==> src/rtl/alu_seq_pkg.sv <==
// alu_seq_pkg: shared widths, FSM states and response record for the ALU sequencing arbiter
package alu_seq_pkg;
  localparam int OPW = 4;
  localparam int OPCW = 3;
  localparam int BCDW = 12;
  typedef enum logic [1:0] {IDLE, WAIT, RESP} state_t;
  typedef struct packed {
    logic            id;
    logic [BCDW-1:0] y;
    logic            cout;
    logic            ovf;
  } resp_t;
endpackage

==> src/rtl/rr_arb2.sv <==
// rr_arb2: two-way round-robin grant; on a tie the requester that did not win last time gets it
module rr_arb2 (
  input  logic [1:0] valid,
  input  logic       last,
  output logic       grant
);
  always_comb grant = &valid ? ~last : valid[1];
endmodule

==> src/rtl/alu_seq_arbiter.sv <==
// alu_seq_arbiter: shares one BCD ALU between two requesters with round-robin grant and a backpressured response.
// Optional saturating overflow counter enabled by `define ALU_SEQ_OVFCNT_EN.
module alu_seq_arbiter
  import alu_seq_pkg::*;
#(
  parameter int ALU_LAT = 1
) (
  input  logic            clk,
  input  logic            rst,
  input  logic            req0_valid,
  output logic            req0_ready,
  input  logic [OPW-1:0]  req0_a,
  input  logic [OPW-1:0]  req0_b,
  input  logic [OPCW-1:0] req0_op,
  input  logic            req0_cin,
  input  logic            req1_valid,
  output logic            req1_ready,
  input  logic [OPW-1:0]  req1_a,
  input  logic [OPW-1:0]  req1_b,
  input  logic [OPCW-1:0] req1_op,
  input  logic            req1_cin,
  output logic [OPW-1:0]  alu_a,
  output logic [OPW-1:0]  alu_b,
  output logic [OPCW-1:0] alu_op,
  output logic            alu_cin,
  input  logic [BCDW-1:0] alu_bcd,
  input  logic            alu_cout,
  input  logic            alu_ovf,
  output logic            rsp_valid,
  input  logic            rsp_ready,
  output logic            rsp_id,
  output logic [BCDW-1:0] rsp_y,
  output logic            rsp_cout,
  output logic            rsp_ovf
`ifdef ALU_SEQ_OVFCNT_EN
  ,
  output logic [7:0]      ovf_count
`endif
);
  localparam int CW = ALU_LAT > 1 ? $clog2(ALU_LAT) : 1;
  state_t        state;
  logic [CW-1:0] cnt;
  logic          last;
  logic          id;
  logic          grant;
  resp_t         rsp;
  rr_arb2 u_arb (
    .valid({req1_valid, req0_valid}),
    .last (last),
    .grant(grant)
  );
  // No accept while reset is held, so nothing is granted during the reset cycles.
  always_comb begin
    req0_ready = !rst && state == IDLE && !grant && req0_valid;
    req1_ready = !rst && state == IDLE && grant && req1_valid;
  end
  assign rsp_id   = rsp.id;
  assign rsp_y    = rsp.y;
  assign rsp_cout = rsp.cout;
  assign rsp_ovf  = rsp.ovf;
  always_ff @(posedge clk) begin
    if (rst) begin
      state     <= IDLE;
      cnt       <= '0;
      last      <= 1'b1;
      id        <= 1'b0;
      rsp       <= '0;
      rsp_valid <= 1'b0;
      alu_a     <= '0;
      alu_b     <= '0;
      alu_op    <= '0;
      alu_cin   <= 1'b0;
    end else begin
      case (state)
        IDLE: if (req0_ready || req1_ready) begin
          alu_a   <= grant ? req1_a : req0_a;
          alu_b   <= grant ? req1_b : req0_b;
          alu_op  <= grant ? req1_op : req0_op;
          alu_cin <= grant ? req1_cin : req0_cin;
          id      <= grant;
          last    <= grant;
          cnt     <= CW'(ALU_LAT - 1);
          state   <= WAIT;
        end
        WAIT: if (cnt == '0) begin
          rsp       <= '{id, alu_bcd, alu_cout, alu_ovf};
          rsp_valid <= 1'b1;
          state     <= RESP;
        end else begin
          cnt <= cnt - 1'b1;
        end
        RESP: if (rsp_ready) begin
          rsp_valid <= 1'b0;
          state     <= IDLE;
        end
        default: state <= IDLE;
      endcase
    end
  end
`ifdef ALU_SEQ_OVFCNT_EN
  always_ff @(posedge clk) begin
    if (rst) ovf_count <= '0;
    else if (state == WAIT && cnt == '0 && alu_ovf && ovf_count != 8'hFF) ovf_count <= ovf_count + 1'b1;
  end
`endif
endmodule
==> config.mk <==
export PLATFORM = sky130hd
export DESIGN_NAME = alu_seq_arbiter
export DESIGN_NICKNAME = d
export VERILOG_FILES = /design/src/rtl/alu_seq_pkg.sv /design/src/rtl/rr_arb2.sv /design/src/rtl/alu_seq_arbiter.sv
export SDC_FILE = /design/constraint.sdc
export NUM_CORES = 1
export LEC_CHECK = 0
export BUFFER_PORTS_ARGS = -buffer_cell sky130_fd_sc_hd__buf_4
export CAP_MARGIN = 10
export CELL_PAD_IN_SITES_DETAIL_PLACEMENT = 0
export CELL_PAD_IN_SITES_GLOBAL_PLACEMENT = 1
export CORE_MARGIN = 10
export CORE_UTILIZATION = 32
export DETAILED_ROUTE_END_ITERATION = 12
export PLACE_DENSITY = 0.85
export SETUP_SLACK_MARGIN = 0.05
export SKIP_CTS_REPAIR_TIMING = 1
export SLEW_MARGIN = 5
export SYNTH_ARGS = -nofsm -noshare
export SYNTH_HDL_FRONTEND = slang
export SYNTH_SLANG_ARGS = --single-unit
==> constraint.sdc <==
create_clock -name clk -period 4.6 [get_ports clk]
set_clock_uncertainty 0.1 [all_clocks]
set_input_delay 0.23 -clock clk [delete_from_list [all_inputs] [get_ports clk]]
set_output_delay 0.23 -clock clk [all_outputs]
set_load 0.1 [all_outputs]
## Word level (Yosys, flattened, before mapping)

Cells that the tools add are included.

- Flip-flop bits (word level): 33
- Input bits: 43
- Logic and storage cells: 53

- Equality and inequality tests: 5
- Bitwise operators: 2
- Mux-type cells: 15
- Reductions and logical operators: 17
- Add/sub/neg operators: 1

Operators with widths:

| operator | count |
|---|---|
| 2-to-1 mux 4 bit | 2 |
| AND reduction 2 bit | 4 |
| 2-to-1 mux 1 bit | 6 |
| 2-to-1 mux 2 bit | 3 |
| case mux 2 bit (3 select lines) | 1 |
| AND reduction 3 bit | 2 |
| logical AND 1 bit | 5 |
| inequality test 2 bit (second input constant) | 2 |
| case mux 1 bit (2 select lines) | 2 |
| nonzero test 2 bit | 2 |
| 2-to-1 mux 3 bit | 1 |
| == test 2 x 1 -> 1 bit (second input constant) | 1 |
| == test 2 bit (second input constant) | 1 |
| zero test 1 bit | 2 |
| zero test 2 bit | 1 |
| inequality test 2 x 1 -> 1 bit (second input constant) | 1 |
| NOT 1 bit | 2 |
| logical OR 1 bit | 1 |
| subtractor 1 bit (second input constant) | 1 |

## Longest topological paths before layout

Gate-level depths: netlist of run 1.

- Depth in word-level cells: 8
- Mapped depth: 5
- Gate-level depth less buffers: 3

## Hierarchy

A second synthesis of run 1 with hierarchy kept.

- Cells, all modules: 150
- Area, all modules: 1373.8 µm²

Modules (own cells, without submodules):

| module | instances | sequential area each (µm²) | cells an instance | area an instance (µm²) |
|---|---|---|---|---|
| alu_seq_arbiter | 1 | 640.6 | 149 | 1362.6 |
| rr_arb2 | 1 | 0.0 | 1 | 11.3 |

## Worst setup path after synthesis of run 1

OpenSTA, ideal clock, no wires.

- Path type: reg-to-output
- Start: reg state[1]
- End: out req0_ready
- Path slack: 1242 ps
- Stages on the path, launching flop included: 5
- Required time: 4270 ps
- Data arrival time: 3028 ps
- Buffers on the path: 2
- Path through: dfxtp_1 -> or3b_1 -> buf_2 -> buf_6 -> nor3_1

- Word-level cells in the longest chain between the ends: 4

RTL lines:

| item | RTL line | RTL |
|---|---|---|
| start, declared | alu_seq_arbiter.sv:41 | `state_t state;` |
| start signal, assigned | alu_seq_arbiter.sv:63 | `state <= IDLE;` |
| start signal, assigned | alu_seq_arbiter.sv:83 | `state <= WAIT;` |
| start signal, assigned | alu_seq_arbiter.sv:88 | `state <= RESP;` |
| zero test 2 bit | alu_seq_arbiter.sv:54 | `req0_ready = !rst && state == IDLE && !grant && req0_valid;` |
| logical AND 1 bit (3 in a row) | alu_seq_arbiter.sv:54 |  |
| end, declared | alu_seq_arbiter.sv:11 | `output logic req0_ready,` |

Every way passes these cells.

## Worst setup path after layout of run 1

- Start: reg state[1]
- End: out req1_ready

- Word-level cells in the longest chain between the ends: 4

RTL lines:

| item | RTL line | RTL |
|---|---|---|
| zero test 2 bit | alu_seq_arbiter.sv:55 | `req1_ready = !rst && state == IDLE && grant && req1_valid;` |
| logical AND 1 bit (3 in a row) | alu_seq_arbiter.sv:55 |  |
| end, declared | alu_seq_arbiter.sv:17 | `output logic req1_ready,` |

Every way passes these cells.

==> implementation parameters, run 1 <==
Parameter                              Value

Layout
  Multi-input gate area in the final layout ... 593 um2
  Count of fill cells added during filler insertion ... 411
  Area overhead of the layout relative to synthesis ... 48.6%
  Area taken by flip-flops and latches ... 641 um2
  Antenna cells ... 0
  Share of cells above drive strength 1 ... 0.354
  Net total in the final layout ... 271
  Final std cell area, no fill ... 1960 um2

Yosys
  Share of the synthesized area in compound gates (AO/OA/AOI/OAI) ... 0.201
  Simple logic cell fraction of the synthesized area ... 0.250
  Distinct cells, synth ... 18
  Synthesis warning total ... 0
  Main combinational cell family by area after synthesis ... simple AND/OR/NAND/NOR gates
  Mean instance size in the synthesized netlist ... 8.03 um2
  Area share of xor/xnor cells in the synthesized design ... 0
  Area of the mapped netlist ... 1320 um2
  Synth Instances ... 164
  Number of synthesized register bits ... 32
  Synth Area in Adders ... 0
  Post-synthesis net count ... 207
  Share of synthesized area occupied by flip-flops and latches ... 0.487
  Post-synthesis mux area share ... 0

STA
  Number of max-slew violations in the final report ... 0
  Hold Slack ... 0.0971 ns
  Setup repair after global routing missed its margin ... false
  Fin crit period ... 2.20 ns
  Timing-limited maximum frequency ... 454 MHz
  Remaining max-slew budget at the tightest pin ... 0.283
  Final period util ... 0.479
  Count of final setup violators ... 0
  Slew @ Worst Pin ... 1.07 ns
  Hold Fails Final Rpt ... 0
  Crit path setup slack, layout ... 2.40 ns
  Final setup TNS ... 0 ns

Setup path
  Launch point of the worst reg-to-reg path ... state[0]$_SDFFE_PP0P_
  Reg2reg end ... rsp_y[6]$_SDFFE_PP0P_
  CP max stage cell ... sky130_fd_sc_hd__or3b_1
  Worst Path Arrival ... 1.87 ns
  Worst setup slack for register-to-register paths ... 2.83 ns
  Critical path start-end classification ... flip-flop to output pin
  Top fanout value on the critical path ... 14
  Number of cells on the worst reg-to-reg path ... 3
  Slowest stage delay, CP ... 0.60 ns
  Critical path launch point type ... flip-flop
  Ordered cell list for the critical path ... or3b_1 -> a21o_1 -> nor2_1 -> buf_4
  CP required ... 4.27 ns
  CP Capture Type ... output pin

Clock network
  Buffer levels on the longest clock path ... 2
  Buffer type at the clock tree root ... sky130_fd_sc_hd__clkbuf_8
  Clock transition at the registers of the reported paths ... 0.07 ns
  Number of H-tree branching levels ... 2
  Later-pin clock latency in the skew report ... 0.28 ns
  CTS buffer count ... 5
  Clock tree from TritonCTS ... done
  # clock sinks ... 32

Floorplanning
  Placeable core region ... 4000 um2
  Height of the die ... 84.1 um
  Die Width ... 84.1 um
  Full die area ... 7080 um2
  Initial cell density of the core ... 0.329
  Number of top-level design ports ... 73
  Num rows ... 23

Drt
  DRC violation count after routing ... 0
  Pre-Repair DR Iteration Count ... 4
  Post-detailed-route wirelength per cell ... 14.7 um
  M1 wire length ... 1.73 mm
  Number of vias after detailed routing ... 1367
  Number of vias per cell after detailed routing ... 4.90
  Total wire length ... 4.09 mm
  DRC violation total after the first TritonRoute iteration ... 50
  Met2 routed wirelength ... 1.90 mm
  Met3 Wirelength ... 454 um
  Highest layer used for signal routing ... met4
  Antenna-violating nets left ... 0

Min path
  Hold path startpoint ... alu_bcd[5]
  Worst hold stages ... 3
  Class of the tightest hold or removal check ... primary input to flip-flop
  Hold Path End ... rsp_y[5]$_SDFFE_PP0P_

Pwr
  Power per cell area ... 458 nW/um2
  Sw power ... 0.352 mW
  Comb power frac ... 0.353
  Worst-case vdd ir drop ... 196 uV
  Clk pwr share ... 0.288
  Static leakage ... 0.836 nW
  Total internal power ... 0.543 mW
  Fraction of power spent switching nets ... 0.393
  Share of power burned in registers ... 0.359

Global routing
  Vias in the first global route ... 1364
  Total grt overflow ... 0
  Overall track demand over capacity in global routing ... 0.113
  Largest net degree at the start of global routing ... 35
  Number of antenna violations at the first check in global routing ... 0
  Wire length of the first global-routing pass ... 6.73 mm

Placed design
  Weighted congestion reported at the end of routability-driven placement ... 0.765
  Cell area after placement ... 1850 um2
  Count of input and output buffers ... 72
  HPWL after detailed placement ... 3.03 mm
  Worst-case setup slack after placement ... 2.70 ns

Run status
  Result of the run ... finished, final reports clean

Job
  Maximum capacitance violations ... 0
==> cells by family (layout without fill, tap and decap cells) <==
family,count (synthesis),in the layout
buf+inv,17,82
compound gates,45,45
simple gates,70,70
flops,32,32
==> per-layer routing <==
layer  vias up  GRT usage
li1        704          -
met1       613      0.130
met2        48      0.174
met3         2     0.0686
met4         0     0.0274
met5         -          0
==> state kept, by name, indices dropped and copies added (netlist names) <==
register / cells
rsp_id: 1
state: 2
alu_cin: 1
alu_b: 4
rsp_ovf: 1
id: 1
rsp_valid: 1
alu_op: 3
last: 1
rsp_y: 12
alu_a: 4
rsp_cout: 1
==> power by group through the flow <==
stage                     registers [mW]  logic, mW  clock network, mW
after floorplan                    0.485     0.0815                  0
after global placement             0.326      0.317                  0
after detailed placement           0.327      0.319                  0
after CTS                          0.322      0.319              0.266
after global routing               0.325      0.333              0.281
final                              0.321      0.316              0.258
==> cell usage in the layout, fill, tap and decap left out, types with 2 or more instances in the layout <==
master / netlist / layout
sky130_fd_sc_hd__nor3_1: 13 / 13
sky130_fd_sc_hd__nor2b_1: 2 / 2
sky130_fd_sc_hd__dfxtp_1: 32 / 32
sky130_fd_sc_hd__nand2_1: 32 / 32
sky130_fd_sc_hd__a21oi_1: 29 / 29
sky130_fd_sc_hd__or3b_1: 2 / 2
sky130_fd_sc_hd__a211oi_1: 13 / 13
sky130_fd_sc_hd__clkbuf_8: 0 / 5
sky130_fd_sc_hd__nor4_1: 12 / 12
sky130_fd_sc_hd__buf_4: 0 / 73
sky130_fd_sc_hd__nor2_1: 7 / 7
==> cells in the mapped netlist <==
cell type / count / area, um2
sky130_fd_sc_hd__or2_2: 1 / 6.26
sky130_fd_sc_hd__dfxtp_1: 32 / 641
sky130_fd_sc_hd__a211o_1: 1 / 8.76
sky130_fd_sc_hd__a21o_1: 1 / 7.51
sky130_fd_sc_hd__a21oi_1: 29 / 145
sky130_fd_sc_hd__nand2_1: 32 / 120
sky130_fd_sc_hd__a211oi_1: 13 / 97.6
sky130_fd_sc_hd__clkbuf_1: 11 / 41.3
sky130_fd_sc_hd__nor2_1: 7 / 26.3
sky130_fd_sc_hd__nand2b_1: 1 / 6.26
sky130_fd_sc_hd__buf_6: 2 / 22.5
sky130_fd_sc_hd__nor3_1: 13 / 65.1
sky130_fd_sc_hd__nor4_1: 12 / 75.1
sky130_fd_sc_hd__buf_2: 3 / 15.0
sky130_fd_sc_hd__or3b_1: 2 / 17.5
sky130_fd_sc_hd__nor2b_1: 2 / 12.5
sky130_fd_sc_hd__inv_1: 1 / 3.75
sky130_fd_sc_hd__o21ai_0: 1 / 5.00
==> final cells by class <==
class                   count  share of cell area
flip-flops and latches     32               0.328
multi-input cells         115               0.303
repair buffers             73               0.280
clock buffers               6              0.0371
well taps                  50              0.0320
clock inverters             2              0.0179
inverters                   1             0.00192
==> per-stage QoR <==
stage,util,instances,total power [mW]
detailed placement,0.462,271,0.646
CTS,0.489,279,0.906
global route,0.489,279,0.938
finish,0.489,279,0.895
global placement,0.462,271,0.644
floorplan,-,164,0.567
==> critical path: cells and delay by family, from the launching register on <==
kind / cells / cell delay [ns]
flops: 1 / 0.35
buf+inv: 1 / 0.30
compound gates: 1 / 0.25
simple gates: 2 / 0.69
==> how the worst max path moves through the flow <==
| stage | from | end | slack (ns) |
|---|---|---|---|
| floorplan | state[1]$_SDFFE_PP0P_ | req0_ready | 1.24 |
| global placement | req0_valid | req0_ready | 2.70 |
| detailed placement | req0_valid | req0_ready | 2.70 |
| CTS | state[1]$_SDFFE_PP0P_ | req1_ready | 2.38 |
| global route | state[1]$_SDFFE_PP0P_ | req1_ready | 2.23 |
| finish | state[1]$_SDFFE_PP0P_ | req1_ready | 2.40 |
Power figures use the tool's default switching activity.
==> inputs of run 2 (changes only) <==
--- a/config.mk
+++ b/config.mk
@@ -10,9 +10,9 @@
 export CELL_PAD_IN_SITES_DETAIL_PLACEMENT = 0
 export CELL_PAD_IN_SITES_GLOBAL_PLACEMENT = 1
 export CORE_MARGIN = 10
-export CORE_UTILIZATION = 32
+export CORE_UTILIZATION = 27
 export DETAILED_ROUTE_END_ITERATION = 12
-export PLACE_DENSITY = 0.85
+export PLACE_DENSITY = 0.77
 export SETUP_SLACK_MARGIN = 0.05
 export SKIP_CTS_REPAIR_TIMING = 1
 export SLEW_MARGIN = 5
==> constraint.sdc (replaced) <==
create_clock -name clk -period 2 [get_ports clk]
set_clock_uncertainty 0.1 [all_clocks]
set_input_delay 0.1 -clock clk [delete_from_list [all_inputs] [get_ports clk]]
set_output_delay 0.1 -clock clk [all_outputs]
set_load 0.1 [all_outputs]
==> run 2 against run 1 <==
  * Setup slack lost 2.2 ns
  * Total power grew 130%
  * Clock power grew 99%
  * Global-route usage shrank 0.70 points
  * Combinational power grew 150%
  * Worst hold slack lost 0.070 ns
  * Critical path type unchanged
==> implementation parameters, run 2 (same netlist as run 1, synthesis figures left out) <==
Parameter                              Value

Global routing
  Total grt overflow ... 0
  Vias in the first global route ... 1383
  Overall track demand over capacity in global routing ... 0.106
  Wire length of the first global-routing pass ... 7.14 mm
  Largest net degree at the start of global routing ... 35
  Number of antenna violations at the first check in global routing ... 0

Floorplanning
  Initial cell density of the core ... 0.279
  Placeable core region ... 4720 um2
  Number of top-level design ports ... 73
  Die Width ... 89.8 um
  Full die area ... 8070 um2
  Height of the die ... 89.8 um
  Num rows ... 25

STA
  Hold Slack ... 0.0270 ns
  Final period util ... 0.907
  Hold Fails Final Rpt ... 0
  Fin crit period ... 1.81 ns
  Number of max-slew violations in the final report ... 0
  Timing-limited maximum frequency ... 551 MHz
  Remaining max-slew budget at the tightest pin ... 0.728
  Count of final setup violators ... 0
  Setup repair after global routing missed its margin ... false
  Slew @ Worst Pin ... 0.408 ns
  Final setup TNS ... 0 ns

Min path
  Class of the tightest hold or removal check ... primary input to flip-flop

Pwr
  Power after layout ... 2.03 mW
  Static leakage ... 0.922 nW
  Power per cell area ... 937 nW/um2
  Worst-case vdd ir drop ... 444 uV

Layout
  Flip-flop count of the largest register after layout ... 12
  Antenna cells ... 0
  Final std cell area, no fill ... 2170 um2
  Non-filler instance count after layout ... 316
  Area overhead of the layout relative to synthesis ... 64.7%
  Leading cell type in the layout, fill and taps excluded ... sky130_fd_sc_hd__buf_4
  Net total in the final layout ... 291
  Commonest cells after routing, fill and taps aside ... sky130_fd_sc_hd__buf_4, sky130_fd_sc_hd__nand2_1, sky130_fd_sc_hd__dfxtp_1
  Share of cells above drive strength 1 ... 0.365

Job
  Maximum capacitance violations ... 0

Clock network
  Clock tree from TritonCTS ... done
  Buffer levels on the longest clock path ... 2
  Clock transition at the registers of the reported paths ... 0.07 ns
  CTS buffer count ... 5
  Number of H-tree branching levels ... 2
  Buffer type at the clock tree root ... sky130_fd_sc_hd__clkbuf_8
  Later-pin clock latency in the skew report ... 0.28 ns
  # clock sinks ... 32

Placed design
  Count of placed standard cells including taps ... 294
  HPWL after detailed placement ... 3.20 mm
  Count of input and output buffers ... 72
  Weighted congestion reported at the end of routability-driven placement ... 0.691
  Cell area after placement ... 1930 um2

Run status
  Result of the run ... finished, final reports clean

Drt
  Total wire length ... 4.65 mm
  DRC violation count after routing ... 0
  Number of vias per cell after detailed routing ... 4.57
  Number of vias after detailed routing ... 1445
  Post-detailed-route wirelength per cell ... 14.7 um
  DRC violation total after the first TritonRoute iteration ... 58
  Antenna-violating nets left ... 0
  Pre-Repair DR Iteration Count ... 4

Setup path
  Worst Path Arrival ... 1.61 ns
  CP Capture Type ... output pin
  Critical path start-end classification ... flip-flop to output pin
  CP required ... 1.80 ns
  Top fanout value on the critical path ... 7
  Critical path launch point type ... flip-flop
[run 2: final timing paths]
kind | slack (ns) | depth (start not counted) | startpoint | end
setup / recovery | 0.19 | 4 | state[1]$_SDFFE_PP0P_ | req1_ready
hold / removal | 0.03 | 3 | req0_b[3] | alu_b[3]$_SDFFE_PP0P_
setup reg to reg | 0.48 | 3 | state[1]$_SDFFE_PP0P_ | last$_SDFFE_PP1P_
hold reg to reg | 0.35 | 2 | rsp_y[3]$_SDFFE_PP0P_ | rsp_y[3]$_SDFFE_PP0P_
[run 2: where the power goes]
| group | leakage [nW] | switching, mW | internal, mW |
|---|---|---|---|
| clock | 0.0510 | 0.239 | 0.274 |
| combinational | 0.607 | 0.563 | 0.219 |
| sequential | 0.264 | 0.0376 | 0.697 |
| total | 0.922 | 0.840 | 1.19 |
[run 2: layout make-up]
cell class / instances / area, um2
well taps: 67 / 83.8
repair buffers: 93 / 733
inverters: 1 / 3.75
fillers: 489 / 2550
multi-input cells: 115 / 614
clock buffers: 6 / 82.6
flip-flops and latches: 32 / 641
clock inverters: 2 / 10.0
[run 2: routing by layer]
metal	vias to the layer above	wire, um	track usage
met5	-	0	0
met4	0	51	0.0485
met3	6	223	0.0316
met2	40	2330	0.175
met1	657	2050	0.123
li1	742	-	-
[run 2: metrics by stage]
| step | setup slack [ns] | utilization |
|---|---|---|
| floorplan | 0.0457 | - |
| global placement | 0.364 | 0.409 |
| detailed placement | 0.359 | 0.409 |
| CTS | 0.0563 | 0.429 |
| global route | 0.0970 | 0.459 |
| finish | 0.185 | 0.459 |
[run 2: worst max-delay path, cell delays in order (launching register included)]
cell and delay (ns):
sky130_fd_sc_hd__dfxtp_1 0.36, sky130_fd_sc_hd__or3b_1 0.40, sky130_fd_sc_hd__a21o_1 0.21, sky130_fd_sc_hd__nor2_4 0.08, sky130_fd_sc_hd__buf_4 0.29
